### config.mk
export PLATFORM = sky130hd
export DESIGN_NAME = neo_memcard_resp
export DESIGN_NICKNAME = d
export VERILOG_FILES = /design/src/rtl/neo_memcard_resp.sv
export SDC_FILE = /design/constraint.sdc
export NUM_CORES = 1
export LEC_CHECK = 0
export ABC_AREA = 1
export BUFFER_PORTS_ARGS = -buffer_cell sky130_fd_sc_hd__buf_2
export CELL_PAD_IN_SITES_DETAIL_PLACEMENT = 0
export CELL_PAD_IN_SITES_GLOBAL_PLACEMENT = 1
export CORE_MARGIN = 3
export CORE_UTILIZATION = 33
export CTS_CLUSTER_SIZE = 10
export DETAILED_ROUTE_END_ITERATION = 16
export PLACE_DENSITY_LB_ADDON = 0.1
export SKIP_LAST_GASP = 1
export SYNTH_ARGS = -nofsm -noshare
export SYNTH_HDL_FRONTEND = slang
export SYNTH_SLANG_ARGS = --single-unit
### constraint.sdc
create_clock -name CLK -period 1.9 [get_ports CLK]
set_clock_uncertainty 0.15 [all_clocks]
set_input_delay 0.095 -clock CLK [delete_from_list [all_inputs] [get_ports CLK]]
set_output_delay 0.095 -clock CLK [all_outputs]
set_load 0.1 [all_outputs]
### src/rtl/neo_memcard_resp.sv
// Memory-card bus responder: turns 68k card cycles into byte requests to a
// backing store, inserts wait states until the store acknowledges, tracks dirty.
module neo_memcard_resp #(
  parameter int CARD_AW = 11
) (
  input  logic               CLK,
  input  logic               RESET,
  input  logic [23:0]        CDA,
  input  logic               nCRDC,
  input  logic               nCARDOE,
  input  logic               nCARDWE,
  input  logic [7:0]         CARD_DIN,
  output logic [7:0]         CARD_DOUT,
  output logic               nCARD_WAIT,
  input  logic               CARD_PRESENT,
  input  logic               CARD_WP,
  output logic [CARD_AW-1:0] MEM_ADDR,
  output logic [7:0]         MEM_WDATA,
  output logic               MEM_WE,
  output logic               MEM_REQ,
  input  logic               MEM_ACK,
  input  logic [7:0]         MEM_RDATA,
  output logic               DIRTY,
  input  logic               DIRTY_CLR
);

  // state | meaning
  // IDLE  | waiting for a falling edge of nCRDC
  // RD    | read request outstanding to the backing store
  // WR    | write request outstanding to the backing store
  // HOLD  | access finished or refused, waiting for nCRDC to release
  typedef enum logic [1:0] {IDLE, RD, WR, HOLD} state_t;

  state_t state;
  logic   crdc_q;
  logic   armed;
  logic   start;
  logic   unused_cda;

  // Upper address bits are dropped so the card mirrors across the whole area.
  assign unused_cda = &{1'b0, CDA[23:CARD_AW]};

  // armed blocks a select that was already low when reset released from
  // counting as a falling edge.
  assign start = (state == IDLE) && armed && crdc_q && !nCRDC;

  always_ff @(posedge CLK or posedge RESET) begin
    if (RESET) begin
      state      <= IDLE;
      crdc_q     <= 1'b1;
      armed      <= 1'b0;
      MEM_REQ    <= 1'b0;
      MEM_WE     <= 1'b0;
      MEM_ADDR   <= '0;
      MEM_WDATA  <= 8'h00;
      CARD_DOUT  <= 8'hFF;
      nCARD_WAIT <= 1'b1;
      DIRTY      <= 1'b0;
    end else begin
      crdc_q <= nCRDC;
      if (nCRDC) armed <= 1'b1;
      if (DIRTY_CLR) DIRTY <= 1'b0;

      case (state)
        IDLE: begin
          if (start) begin
            if (!nCARDWE) begin
              if (CARD_PRESENT && !CARD_WP) begin
                state      <= WR;
                MEM_REQ    <= 1'b1;
                MEM_WE     <= 1'b1;
                MEM_WDATA  <= CARD_DIN;
                MEM_ADDR   <= CDA[CARD_AW-1:0];
                nCARD_WAIT <= 1'b0;
              end else begin
                state <= HOLD;
              end
            end else if (!nCARDOE) begin
              if (CARD_PRESENT) begin
                state      <= RD;
                MEM_REQ    <= 1'b1;
                MEM_WE     <= 1'b0;
                MEM_ADDR   <= CDA[CARD_AW-1:0];
                nCARD_WAIT <= 1'b0;
              end else begin
                CARD_DOUT <= 8'hFF;
                state     <= HOLD;
              end
            end else begin
              state <= HOLD;
            end
          end
        end
        RD, WR: begin
          // The store transaction always completes even if the 68k let go.
          if (MEM_ACK) begin
            MEM_REQ    <= 1'b0;
            nCARD_WAIT <= 1'b1;
            state      <= nCRDC ? IDLE : HOLD;
            if (state == RD) CARD_DOUT <= MEM_RDATA;
            else             DIRTY     <= 1'b1;
          end
        end
        HOLD: begin
          if (nCRDC) state <= IDLE;
        end
        default: state <= IDLE;
      endcase
    end
  end

endmodule
After elaboration in Yosys (flattened, before gate mapping). Cells that the tools add are included.

Register bits after elaboration: 35. Input bits: 49. Output and inout port bits: 31. Word-level logic and storage cells: 80.

Equal/unequal tests: 15. Muxes and demuxes: 39. Bitwise operators: 1. Reductions and logical operators: 15.

Operators with widths (number): $mux W8 (6); $mux W11 (4); $mux W1 (18); $ne A2 B2 Y1 const B (8); $pmux W8 S2 (1); $mux W2 (7); $reduce_and A7 Y1 (1); $ne A3 B3 Y1 const B (2); $pmux W2 S3 (1); $reduce_and A6 Y1 (1); $reduce_and A5 Y1 (1); $eq A2 B2 Y1 const B (2); $logic_and A1 B1 Y1 (4); $pmux W1 S2 (2); $reduce_and A4 Y1 (1); $reduce_bool A2 Y1 (2); $ne A3 B2 Y1 const B (1); $reduce_and A3 Y1 (1); $eq A2 B1 Y1 const B (1); $logic_not A1 Y1 (2); $logic_not A2 Y1 (1); $ne A2 B1 Y1 const B (1); $reduce_or A2 Y1 (1); $not A1 Y1 (1).

Logic depth before layout (Yosys ltp).
Word-level depth: 6. Mapped depth: 11. Depth with buffers taken out: 9.

Worst setup path after synthesis. Ideal clock, no wire load.

Path type: reg-to-reg. Start point: register state[0]. End point: register CARD_DOUT[0]. Setup time: 0.061 ns. Arrival: 1.453 ns. Data required time: 1.689 ns. Slack: 0.236 ns. Stages on the path, launching flop included: 10. Buffers on the path: 2. Period minus slack after synthesis: 1.664 ns. Path through: dfrtp_1 inv_1 ha_1 inv_2 buf_2 nor2_2 a21oi_4 buf_6 nand4_1 nand2_1.

Cells in the longest elaborated chain, start to end: 6. Elaborated cells on any way between the ends: 16. Classes of those cells: eq/ne (8); mux (1); reduce/logical (7).

Ends and longest elaborated chain: from (decl) (line 34) `state_t state;`; from (signal assigned) (line 99) `state <= nCRDC ? IDLE : HOLD;`; $logic_not A2 Y1 (line 45, 64); $logic_and A1 B1 Y1 (3 in a row) (line 45) `assign start = (state == IDLE) && armed && crdc_q && !nCRDC;`; $ne A2 B2 Y1 (no line); $reduce_and A7 Y1 (no line); to (signal assigned) (line 56) `CARD_DOUT <= 8'hFF;`; to (signal assigned) (line 86) `CARD_DOUT <= 8'hFF;`; to (signal assigned) (line 100) `if (state == RD) CARD_DOUT <= MEM_RDATA;`; to (decl) (line 13) `output logic [7:0] CARD_DOUT,`.

Parallel ways exist; a longest one is shown, timed or not. A chain may end at the register's enable or synchronous reset.

Worst setup path after layout.
Start point: register state[1]. End point: register CARD_DOUT[4].

Same word-level chain as after synthesis.

==> summary.txt <==
Cells and area
  • Final net count: ~360
  • Final Non-Filler Cells: 370
  • Layout area overhead: 47.9%
  • Ant diodes: 0
  • Most frequent cells in the layout: 96 x nand2_1, 66 x buf_2, 26 x dlygate4sd3_1, 25 x dfrtp_1, 11 x buf_4
  • Seq. cell area: between 800 and 900 um^2
  • Commonest non-fill, non-tap cell in the layout: nand2_1
  • Fin area: approximately 2600 um^2
  • Layout cell share with drive strength beyond 1: 0.396
  • Filler instances: between 500 and 600
  • Multi-input logic area: between 700 and 800 um^2

Drt
  • DR vias/cell: roughly 4.3
  • DR iter-0 viols: 78
  • Drc violations: 0
  • DRT antenna net count: 0
  • Initial DRT Pass Iterations: 4
  • DR vias: approximately 1,600
  • DR WL/cell: between 10 and 15 um
  • Post-Route WL: approximately 4100 um

Clock tree
  • Total CTS buffers: 5
  • CTS sink count: 35
  • Clk pin slew, worst setup/hold paths: 70 ps
  • CTS tree: done
  • Clock Tree Buf Depth: 2
  • CTS root buf: clkbuf_8
  • H-tree levels: 2
  • Clk Latency, worst-skew pair: 280 ps

Synthesis
  • Compound-Gate Fraction of Synth Area: 0.0245
  • Syn Nets: 250
  • Mapped Cells: around 200
  • #FFs+latches synth: 35
  • Netlist cell types: 24
  • Mapped Area: between 1500 and 2000 um^2
  • Part of the Yosys area used for sequential elements: 0.512
  • Synth Area in Adders: 0.0288
  • Post-Synth Simple-Gate Area: 0.373
  • Syn Area/Cell: approximately 8.8 um^2
  • Synth warn: 0
  • Synth Area in XOR/XNOR: 0
  • Post-synthesis mux area share: 0
  • Largest family of logic cells by synthesized area: simple AND/OR/NAND/NOR gates

Timing
  • Worst slew pin tran: approximately 500 ps
  • # setup viols final: 0
  • Final worst path period need: roughly 1700 ps
  • Final period util: 0.901
  • Max-slew headroom: 0.667
  • Hold slack: ~8.5 ps
  • RSZ-0062 raised after global routing: no
  • Pins over their slew limit: 0
  • Setup TNS Final: 0 ps
  • Final Hold Vio Count: 0
  • Maximum clock rate: ~0.6 GHz

Floorplan
  • Full die area: 6160 um^2
  • Core ar.: between 4000 and 5000 um^2
  • Die Span Y: a little under 80 um
  • I/O pin count: 80
  • Initial Utilization: 0.353
  • Die Wd: approximately 79 um
  • Rows: 25

Global routing
  • Overall routing resource usage: 0.145
  • Initial antenna violation count: 0
  • Vias in the first global route: between 1,500 and 2,000
  • Largest net degree at the start of global routing: 36
  • First-pass GRT wire length: between 7000 and 8000 um
  • Grt total ovfl: 0

Setup path
  • Max stage delay cell, worst path: dfrtp_1
  • Crit path to: CARD_DOUT[4]$_DFFE_PP1P_
  • Crit path cell chain: inv_2 -> ha_2 -> inv_2 -> nor2_1 -> buf_4 -> nor2_8 -> buf_4 -> nand4_1 -> nand2_1
  • Critical R2R Launch: state[1]$_DFFE_PP0P_
  • CP Max Fanout: 8
  • CP arrival: 1790 ps
  • R2R depth: 9
  • CP startpoint: state[1]$_DFFE_PP0P_
  • Worst path top cell family by delay: buffers and inverters
  • Critical Path Stages: 9
  • R2R Setup Slk: 190 ps
  • Type of the worst setup path: reg -> reg
  • Critical Path End Type: flip-flop
  • Setup crit start kind: flip-flop
  • Worst path bufs/invs: 4
  • Max incr delay on CP: roughly 400 ps
  • Worst Path Required: about 2000 ps
  • Crit Reg-Reg Endpoint: CARD_DOUT[4]$_DFFE_PP1P_

Placed design
  • PortBufs: 66
  • Cells after DPL: 336
  • RePlAce Congestion: between 0.7 and 0.8
  • Post-DP HPWL: just under 3000 um
  • Area post-placement: roughly 2200 um^2

Status
  • Status: finished, final reports clean

Hold path
  • HP Class: in -> reg

Flow run
  • Max cap viols: 0
[cell type report]
| class | instances | share of cell area |
|---|---|---|
| clock buffers | 6 | 0.0322 |
| clock inverters | 2 | 0.0137 |
| inverters | 15 | 0.0239 |
| multi-input cells | 142 | 0.289 |
| flip-flops and latches | 35 | 0.346 |
| well taps | 67 | 0.0327 |
| repair buffers | 103 | 0.262 |
[registers in the layout, indices dropped and copies added (netlist names)]
name and flops:
MEM_ADDR 11, CARD_DOUT 8, MEM_WDATA 8, state 2
DIRTY 1, MEM_REQ 1, MEM_WE 1, armed 1
crdc_q 1, nCARD_WAIT 1
[Yosys cell counts (all sizes together)]
| library cell | n | area [um^2] |
|---|---|---|
| dfstp | 10 | 263 |
| buf | 5 | 46.3 |
| nand3 | 10 | 55.1 |
| o21ai | 2 | 10.0 |
| dfrtp | 25 | 626 |
| nand4 | 9 | 71.3 |
| ha | 4 | 50.1 |
| inv | 14 | 52.6 |
| or2 | 8 | 50.1 |
| nand2 | 99 | 398 |
| clkinv | 1 | 8.76 |
| a21oi | 2 | 32.5 |
| nor2 | 8 | 72.6 |
[metal layers]
metal,up-vias,wire (um),part of all wire,track usage
li1,819,-,-,-
met1,715,1880,0.45,0.173
met2,42,2000,0.48,0.256
met3,6,217,0.052,0.0378
met4,0,46,0.011,0.0420
met5,-,0,0,0
[worst min-delay path by stage]
stage	endpoint	cells after the start	startpoint
after detailed placement	MEM_WDATA[2]$_DFFE_PP0P_	3	RESET
after floorplan	crdc_q$_DFF_PP1_	0	nCRDC
after CTS	CARD_DOUT[0]$_DFFE_PP1P_	4	MEM_RDATA[0]
final	CARD_DOUT[3]$_DFFE_PP1P_	4	MEM_RDATA[3]
after global routing	CARD_DOUT[1]$_DFFE_PP1P_	4	MEM_RDATA[1]
after global placement	MEM_ADDR[7]$_DFFE_PP0P_	3	RESET
[kinds of logic (layout without fill, tap and decap cells)]
group | count (synthesis) | count (layout)
adders and majority gates | 4 | 4
DFF | 35 | 35
and+or+nand+nor | 134 | 134
buffers and inverters | 20 | 126
AOI/OAI and AO/OA | 4 | 4
[tightest hold or removal path, cell delays in order]
cell     delay [ps]
buf_2            70
or2_2            90
nand4_1          90
nand2_1          70
[through the flow]
stage,utilization,worst slack [ps]
after global placement,0.445,81.4
after CTS,0.522,54.5
after detailed placement,0.445,77.2
after floorplan,-,236
after global routing,0.523,30.9
final,0.523,188
[repair_timing]
| item | in CTS | in global routing |
|---|---|---|
| hold buffers | 26 | 0 |
| buffers inserted | 0 | 0 |
| endpoints found under the hold margin | 50 | 0 |
| gates resized for setup | 0 | 2 |
| setup endpoints to repair | 0 | 10 |
Power is left out: the tool's default activity adds up to more than one toggle a clock period on the data nets, which glitch-free logic cannot reach.
